## config.mk

```make
export PLATFORM = sky130hd
export DESIGN_NAME = sort_frame_serializer
export DESIGN_NICKNAME = d
export VERILOG_FILES = /design/src/rtl/sort_frame_serializer.sv
export SDC_FILE = /design/constraint.sdc
export NUM_CORES = 1
export LEC_CHECK = 0
export CAP_MARGIN = 20
export CORE_MARGIN = 4
export CORE_UTILIZATION = 30
export DETAILED_ROUTE_END_ITERATION = 10
export GPL_ROUTABILITY_DRIVEN = 0
export PLACE_DENSITY_LB_ADDON = 0.2
export SYNTH_ARGS = -nofsm -noshare
export SYNTH_HDL_FRONTEND = slang
export SYNTH_SLANG_ARGS = --single-unit
```

## constraint.sdc

```tcl
create_clock -name clk -period 26 [get_ports clk]
set_input_delay 2.6 -clock clk [delete_from_list [all_inputs] [get_ports clk]]
set_output_delay 2.6 -clock clk [all_outputs]
set_load 0.05 [all_outputs]
```

## src/rtl/sort_frame_serializer.sv

```systemverilog
// sort_frame_serializer: buffers whole sorted frames and streams them out one byte per beat.
// Optional lane-order checker is enabled with `define SORT_CHECK_EN.
module sort_frame_serializer #(
    parameter int LANES = 32,
    parameter int DW    = 8,
    parameter int DEPTH = 2
) (
    input  logic                         clk,
    input  logic                         rst,
    input  logic                         frm_vld,
    input  logic [LANES*DW-1:0]          frm_data,
    output logic                         m_valid,
    input  logic                         m_ready,
    output logic [DW-1:0]                m_data,
    output logic [$clog2(LANES)-1:0]     m_idx,
    output logic                         m_first,
    output logic                         m_last,
    output logic [$clog2(DEPTH):0]       occ,
    output logic                         ovf,
    output logic                         ord_err
);
    localparam int IW = $clog2(LANES);
    localparam int PW = (DEPTH > 1) ? $clog2(DEPTH) : 1;
    localparam int OW = $clog2(DEPTH) + 1;

    logic [LANES-1:0][DW-1:0] buf_q [DEPTH];
    logic [PW-1:0] wr_ptr_q, wr_ptr_d, rd_ptr_q, rd_ptr_d;
    logic [OW-1:0] occ_q, occ_d;
    logic [IW-1:0] idx_q, idx_d;
    logic          ovf_q, ovf_d, valid_q, valid_d;
    logic          hs, pop, wr_en;

    // A frame may enter a full buffer only when the head frame leaves in the same cycle.
    always_comb begin
        hs       = valid_q & m_ready;
        pop      = hs & (idx_q == IW'(LANES - 1));
        wr_en    = frm_vld & ((occ_q != OW'(DEPTH)) | pop);
        wr_ptr_d = wr_en ? ((wr_ptr_q == PW'(DEPTH - 1)) ? '0 : wr_ptr_q + 1'b1) : wr_ptr_q;
        rd_ptr_d = pop ? ((rd_ptr_q == PW'(DEPTH - 1)) ? '0 : rd_ptr_q + 1'b1) : rd_ptr_q;
        idx_d    = pop ? '0 : hs ? idx_q + 1'b1 : idx_q;
        occ_d    = (wr_en & ~pop) ? occ_q + 1'b1 : (pop & ~wr_en) ? occ_q - 1'b1 : occ_q;
        valid_d  = occ_d != '0;
        ovf_d    = ovf_q | (frm_vld & ~wr_en);
    end

    always_ff @(posedge clk or posedge rst) begin
        if (rst) begin
            wr_ptr_q <= '0;
            rd_ptr_q <= '0;
            occ_q    <= '0;
            idx_q    <= '0;
            valid_q  <= 1'b0;
            ovf_q    <= 1'b0;
        end else begin
            wr_ptr_q <= wr_ptr_d;
            rd_ptr_q <= rd_ptr_d;
            occ_q    <= occ_d;
            idx_q    <= idx_d;
            valid_q  <= valid_d;
            ovf_q    <= ovf_d;
        end
    end

    always_ff @(posedge clk) begin
        if (wr_en) buf_q[wr_ptr_q] <= frm_data;
    end

    assign m_valid = valid_q;
    assign m_data  = valid_q ? buf_q[rd_ptr_q][idx_q] : '0;
    assign m_idx   = idx_q;
    assign m_first = valid_q & (idx_q == '0);
    assign m_last  = valid_q & (idx_q == IW'(LANES - 1));
    assign occ     = occ_q;
    assign ovf     = ovf_q;

`ifdef SORT_CHECK_EN
    logic [LANES-1:0][DW-1:0] lanes;
    logic                     unsorted, ord_err_q, ord_err_d;

    // Only frames that actually enter the buffer are checked.
    always_comb begin
        lanes    = frm_data;
        unsorted = 1'b0;
        for (int i = 0; i < LANES - 1; i++) unsorted = unsorted | (lanes[i] > lanes[i+1]);
        ord_err_d = ord_err_q | (wr_en & unsorted);
    end

    always_ff @(posedge clk or posedge rst) begin
        if (rst) ord_err_q <= 1'b0;
        else     ord_err_q <= ord_err_d;
    end

    assign ord_err = ord_err_q;
`else
    assign ord_err = 1'b0;
`endif
endmodule

```

==> summary.md, run 1 <==
| Metric | Value |
|---|---|
| Vias | `9,943` |
| Maximum VDD drop | `0.0726 mV` |
| Slowest-stage cell, CP | `dfrtp_4` |
| # Max-Cap Violations | `0` |
| Fillers | `5,987` |
| Cell mode on critical path | `buf_4` |
| Mean post-synth cell area | `22.9 um^2` |
| Worst-Margin Slew | `1.15 ns` |
| Power Density | `110 mW/mm^2` |
| H-Tree Depth | `2` |
| Number of synthesized flops with an enable pin | `512` |
| Initial DRC Count | `635` |
| Area growth syn-to-layout | `27.6%` |
| First-pass GRT wire length | `74.4 mm` |
| Relative slew slack | `23.6%` |
| Clk sinks | `523` |
| Gr usage total | `14.4%` |
| Mapped Nets | `1,144` |
| DR vias/cell | `4.74` |
| Yosys cell types | `49` |
| Crit path arrival time | `5.41 ns` |
| Final HPWL from detailed placement | `34.8 mm` |
| Final Hold Vio Count | `0` |
| Post-synth ARST share | `2.10%` |
| Mapped cell area | `0.0202 mm^2` |
| Die H | `267 um` |
| Outcome | `finished, final reports clean` |
| Worst setup SP type | `flop` |
| I/O pin total | `280` |
| Clock Latency Late Sink | `0.60 ns` |
| Initial Utilization | `30.5%` |
| CTS tree | `built` |
| Path type of the worst setup path | `reg2out` |
| Num CTS Buffers | `56` |
| Crit Path Max Fanout | `40` |
| Share of layout cells above drive strength 1 | `20.2%` |
| Reg clk slew, reported paths | `0.06 ns` |
| DRC | `0` |
| FMAX | `0.125 GHz` |
| Hold_ws | `0.476 ns` |
| Wire per inst | `24.9 um` |
| Commonest register cell after synthesis | `edfxtp_1` |
| Endpoints failing setup | `0` |
| ANT nets after route | `0` |
| # nets final | `1,451` |
| Critical-path cell list | `buf_4, buf_4, mux4_2, mux2i_1, o21ai_0, nor4_1, nor3_1, clkdlybuf4s50_1` |
| Initial antenna violation count | `4` |
| Root buffer cell | `clkbuf_16` |
| Post-CTS Hold Buffers | `0` |
| Period utilisation layout | `30.8%` |
| Die area | `0.0715 mm^2` |
| Largest net degree at the start of global routing | `171` |
| Core area | `0.0662 mm^2` |
| Synth Register Bits | `523` |
| Setup bufs post-CTS | `0` |
| Number of global-route vias before repair | `10,800` |
| Leak Pwr | `8.24 nW` |
| Warnings from Yosys | `0` |
| Clk_skew | `0.0242 ns` |
| Leading cell type in the layout, fill and taps excluded | `edfxtp_1` |
| Pins Over Slew Limit | `0` |
| Detailed Route WL | `52.3 mm` |
| Gate Count Post-Synth | `880` |
| M1 wire length | `22.0 mm` |
| Max clock buf depth | `3` |
| Worst min-delay path class | `reg2reg` |
| DIE WIDTH | `267 um` |
| Drt pass-1 iters | `5` |
| Setup TNS | `0 ns` |
| Post_cts resized | `0` |
| RSZ-0062 raised after global routing | `no` |
| Port-buffer cells | `278` |
| Most frequent cells in the layout | `edfxtp_1, clkdlybuf4s50_1, mux4_2, clkbuf_16, nand2_1` |
| Top routing layer used | `met4` |
| Min Tclk post-route | `8.01 ns` |
| Gr ovfl total | `0` |
| Worst EP required | `23.40 ns` |
| Rows | `94` |
| Slowest stage delay, CP | `0.85 ns` |
| DR WL met2 | `26.2 mm` |
| Critical path capture point type | `primary output` |
| Metal3 WL | `3.02 mm` |
| Seq/Total Area, Yosys | `77.6%` |
critical path: cells and delay by family, from the launching register on:
family	cells	cell delay, ns
DFF	1	0.85
buffers and inverters	3	2.25
and+or+nand+nor	2	0.77
AOI/OAI and AO/OA	1	0.10
muxes	2	0.76
Yosys cell counts, types with 3 or more instances:
master    instances  share of area, %
buf_1             4             0.074
nand3_1           7              0.17
nand4_1           7              0.22
buf_2            12              0.30
clkbuf_1         15              0.28
nand2_1          44              0.82
ha_1              4              0.25
inv_1             4             0.074
mux4_1            5              0.65
nand2b_1          3             0.093
xnor2_1           3              0.13
mux2i_1          16              0.79
dfrtp_1          11               1.4
o21ai_0          12              0.30
a21oi_1           3             0.074
mux4_2          137                15
buf_4             8              0.30
and3_1            6              0.19
mux2_2            4              0.22
nor2_1           14              0.26
buf_6             5              0.28
a32oi_1           6              0.26
edfxtp_1        512                76
a31oi_1           3             0.093
cell type report:
class                   count  area (um^2)  area share (%)
multi-input cells         305         4230            16.4
repair buffers            295         2920            11.4
clock inverters            23          260            1.01
clock buffers              80         1560            6.07
inverters                   6         22.5          0.0875
well taps                 864         1080            4.20
diodes                      3         7.51          0.0292
flip-flops and latches    523        15700            60.8
through the flow:
step	utilization, %	setup WS, ns	total power [mW]	cell area, um^2	cells
5_1_grt	38.9	17.59	2.97	25700	2098
3_3_place_gp	36.1	18.45	2.07	23900	1993
6_report	38.9	17.99	2.83	25700	2099
3_5_place_dp	36.1	18.52	2.08	23900	1993
4_1_cts	38.9	17.85	2.88	25700	2096
2_1_floorplan	-	11.51	1.82	20200	880
registers in the layout, indices dropped and copies added, names as in the netlist:
signal    count
buf_q       512
m_idx         5
m_valid       1
occ           2
ovf           1
rd_ptr_q      1
wr_ptr_q      1
logic make-up (layout without fill, tap and decap cells):
kind of cell / after synthesis / after routing / share of synthesized area, %
buffers and inverters: 52 / 404 / 1.51
other: 1 / 4 / 0.0186
muxes: 162 / 162 / 17.0
DFF: 523 / 523 / 77.6
AOI/OAI and AO/OA: 43 / 43 / 1.46
adders and majority gates: 4 / 4 / 0.248
and+or+nand+nor: 92 / 92 / 2.08
xor gates and xnor gates: 3 / 3 / 0.130
metal layers:
layer / GRT usage [%] / vias up
met2: 24.0 / 288
li1: - / 4361
met4: 3.67 / 0
met5: 0 / -
met1: 19.3 / 5236
met3: 3.09 / 58
final timing paths:
kind / slack [ns] / startpoint / cells after the start / end
hold / removal: 0.48 / ovf / 1 / ovf
max in group asynchronous: 23.33 / rst / 2 / rd_ptr_q
hold reg to reg: 0.48 / ovf / 1 / ovf
min in group asynchronous: 2.31 / rst / 2 / ovf
setup / recovery: 17.99 / rd_ptr_q / 8 / m_data[5]
setup reg to reg: 20.99 / m_idx[0] / 8 / buf_q[1][177]
power by group:
part	total (mW)	internal (mW)	switching [mW]	leakage, nW
sequential	1.22	1.15	0.0673	4.88
clock	0.788	0.467	0.320	0.889
combinational	0.817	0.335	0.482	2.46
total	2.83	1.96	0.870	8.24
No activity file was read; power rests on OpenSTA's default activity.
==> inputs of run 2 (changes only) <==
==> constraint.sdc (replaced) <==
create_clock -name clk -period 7.5 [get_ports clk]
set_input_delay 0.75 -clock clk [delete_from_list [all_inputs] [get_ports clk]]
set_output_delay 0.75 -clock clk [all_outputs]
set_load 0.05 [all_outputs]
==> summary.md, run 2 (synthesis results as in run 1) <==
| Metric | Value |
|---|---|
| Initial DRC Count | `700 (+10%)` |
| Slowest-stage cell, CP | `nor4_1` |
| Worst r2r src | `m_idx[0]` |
| FF-to-FF End | `buf_q[0][201]` |
| Setup TNS | `0 ns (unchanged)` |
| Maximum VDD drop | `0.250 mV (+240%)` |
| Post_cts resized | `0 (unchanged)` |
| Fin worst setup slack | `2.08 ns (-15.91 ns)` |
| Crit path arrival time | `4.67 ns (-0.74 ns)` |
| Leak Pwr | `8.27 nW (+0.40%)` |
| Initial antenna violation count | `6 (+2)` |
| Leading cell type in the layout, fill and taps excluded | `edfxtp_1` |
| Worst EP required | `6.75 ns (-16.65 ns)` |
| Reg clk slew, reported paths | `0.06 ns (about the same)` |
| Outcome | `finished, final reports clean` |
| Setup bufs post-CTS | `0 (unchanged)` |
| Root buffer cell | `clkbuf_16` |
| Biggest register | `buf_q` |
| Relative slew slack | `23.3% (-0.24 points)` |
| Layout Cell Area excl Fill | `0.0258 mm^2 (+0.36%)` |
| R2R depth | `8 (unchanged)` |
| Placed inst area | `0.0240 mm^2 (+0.38%)` |
| DRC | `0 (unchanged)` |
| Critical-path cell list | `buf_4, mux4_2, nand2_1, o21ai_0, nor4_1, nor3_1, clkdlybuf4s50_1` |
| I/O pin total | `280 (unchanged)` |
| Drt pass-1 iters | `8 (+3)` |
| Worst setup startpoint | `rd_ptr_q` |
| CTS tree | `built` |
| Power Density | `380 mW/mm^2 (+250%)` |
| Rows | `94 (unchanged)` |
| Register-to-register setup slack | `3.70 ns (-17.29 ns)` |
| # Max-Cap Violations | `0 (unchanged)` |
| Initial Utilization | `30.5% (unchanged)` |
| RSZ-0062 raised after global routing | `no` |
| Worst-Margin Slew | `1.14 ns (-0.00686 ns)` |
| First-pass GRT wire length | `74.1 mm (-0.37%)` |
| Clk sinks | `523 (unchanged)` |
| Crit Path Max Fanout | `35 (-13%)` |
| Most frequent cells in the layout | `edfxtp_1, clkdlybuf4s50_1, mux4_2, clkbuf_16, nand2_1` |
| Gr ovfl total | `0 (unchanged)` |
| Path type of the worst setup path | `reg2out` |
| Period utilisation layout | `72.2%` |
| Die area | `0.0715 mm^2 (unchanged)` |
| Sequential power share | `43.2% (about the same)` |
| # nets final | `1,456 (+0.34%)` |
| DIE WIDTH | `267 um (unchanged)` |
| Port-buffer cells | `278 (unchanged)` |
| Gr usage total | `14.2% (-0.13 points)` |
| Psw | `3.01 mW (+250%)` |
| DR vias/cell | `4.74 (about the same)` |
| Core Util, Final | `39.0% (+0.14 points)` |
| Largest net degree at the start of global routing | `136 (-20%)` |
| Num CTS Buffers | `56 (unchanged)` |
| Critical path capture point type | `primary output` |
| Post-CTS Hold Buffers | `0 (unchanged)` |
| FMAX | `0.185 GHz` |
| Max clock buf depth | `3 (unchanged)` |
| Final HPWL from detailed placement | `34.8 mm (-0.16%)` |
| Pins Over Slew Limit | `0 (unchanged)` |
| Worst min-delay path class | `in2async` |
| Sw Share | `30.7% (-0.059 points)` |
| Slowest stage delay, CP | `0.93 ns (+0.08 ns)` |
| Vias | `9,961 (+0.18%)` |
| Share of layout cells above drive strength 1 | `20.7% (+0.52 points)` |
| H-Tree Depth | `2 (unchanged)` |
| Number of global-route vias before repair | `10,700 (-0.95%)` |
| Clk network pwr share | `27.7% (-0.2 points)` |
| Clk_skew | `0.0221 ns (-0.00214 ns)` |
| Max reg flops | `512 (unchanged)` |
| Worst setup SP type | `flop` |
| Buffers & Inverters on Critical Path | `2 (-1)` |
| Post-route insts no fill | `2,102 (+0.14%)` |
| Inst Count DP | `1,998 (+0.25%)` |
| Min Tclk post-route | `5.42 ns` |
| Core area | `0.0662 mm^2 (unchanged)` |
| Wire per inst | `24.3 um (-2.3%)` |
| Die H | `267 um (unchanged)` |
| Area growth syn-to-layout | `28.1%` |
| Combinational fraction of design power | `29.1% (+0.2 points)` |
| DP Worst Slack | `2.64 ns (-15.88 ns)` |
| Detailed Route WL | `51.1 mm (-2.2%)` |
| Clock Latency Late Sink | `0.59 ns (about the same)` |
| Final Hold Vio Count | `0 (unchanged)` |
| Endpoints failing setup | `0 (unchanged)` |
| Worst path top cell family by delay | `buffers and inverters` |
| ANT nets after route | `0 (unchanged)` |
| Power Internal | `6.79 mW (+250%)` |
[run 2: cell count changes in the layout (fill, tap and decap cells not counted), sizes merged]
cell,change
inv,+1
buf,+5
clkinvlp,+3
clkbuf,-8
clkinv,+2
[run 2: per-stage QoR]
stage	power, mW	hold WS (ns)
global route	10.3	0.503
global placement	7.22	0.468
floorplan	6.16	0.514
detailed placement	7.26	0.476
CTS	10.0	0.448
finish	9.81	0.473
[run 2: worst max-delay path by stage]
stage | to | slack, ns | depth (start not counted)
floorplan | buf_q[0][0] | 1.23 | 8
global placement | m_data[5] | 2.61 | 7
detailed placement | m_data[5] | 2.64 | 7
CTS | m_data[5] | 1.98 | 7
global route | m_data[5] | 1.84 | 7
finish | m_data[5] | 2.08 | 7
[run 2: power groups by stage]
stage / Clock, mW / Combinational (mW) / Sequential (mW)
2_1_floorplan: 0 / 1.86 / 4.30
3_3_place_gp: 0 / 2.92 / 4.30
3_5_place_dp: 0 / 2.94 / 4.32
4_1_cts: 2.80 / 2.95 / 4.26
5_1_grt: 2.92 / 3.07 / 4.31
6_report: 2.71 / 2.85 / 4.24
[run 2: cell type report]
class	count	area, um^2
Antenna cell	3	7.51
Tap cell	864	1080
Clock buffer	72	1530
Inverter	6	22.5
Fill cell	5959	40400
Sequential cell	523	15700
Timing Repair Buffer	300	3010
Clock inverter	29	293
Multi-Input combinational cell	305	4230
[run 2: layer usage]
metal / share of wire [%] / global-route usage, % / vias up
li1: - / - / 4375
met5: 0.045 / 0 / -
met4: 1.7 / 3.81 / 4
met3: 5.4 / 2.65 / 64
met2: 51 / 24.0 / 304
met1: 42 / 19.1 / 5214
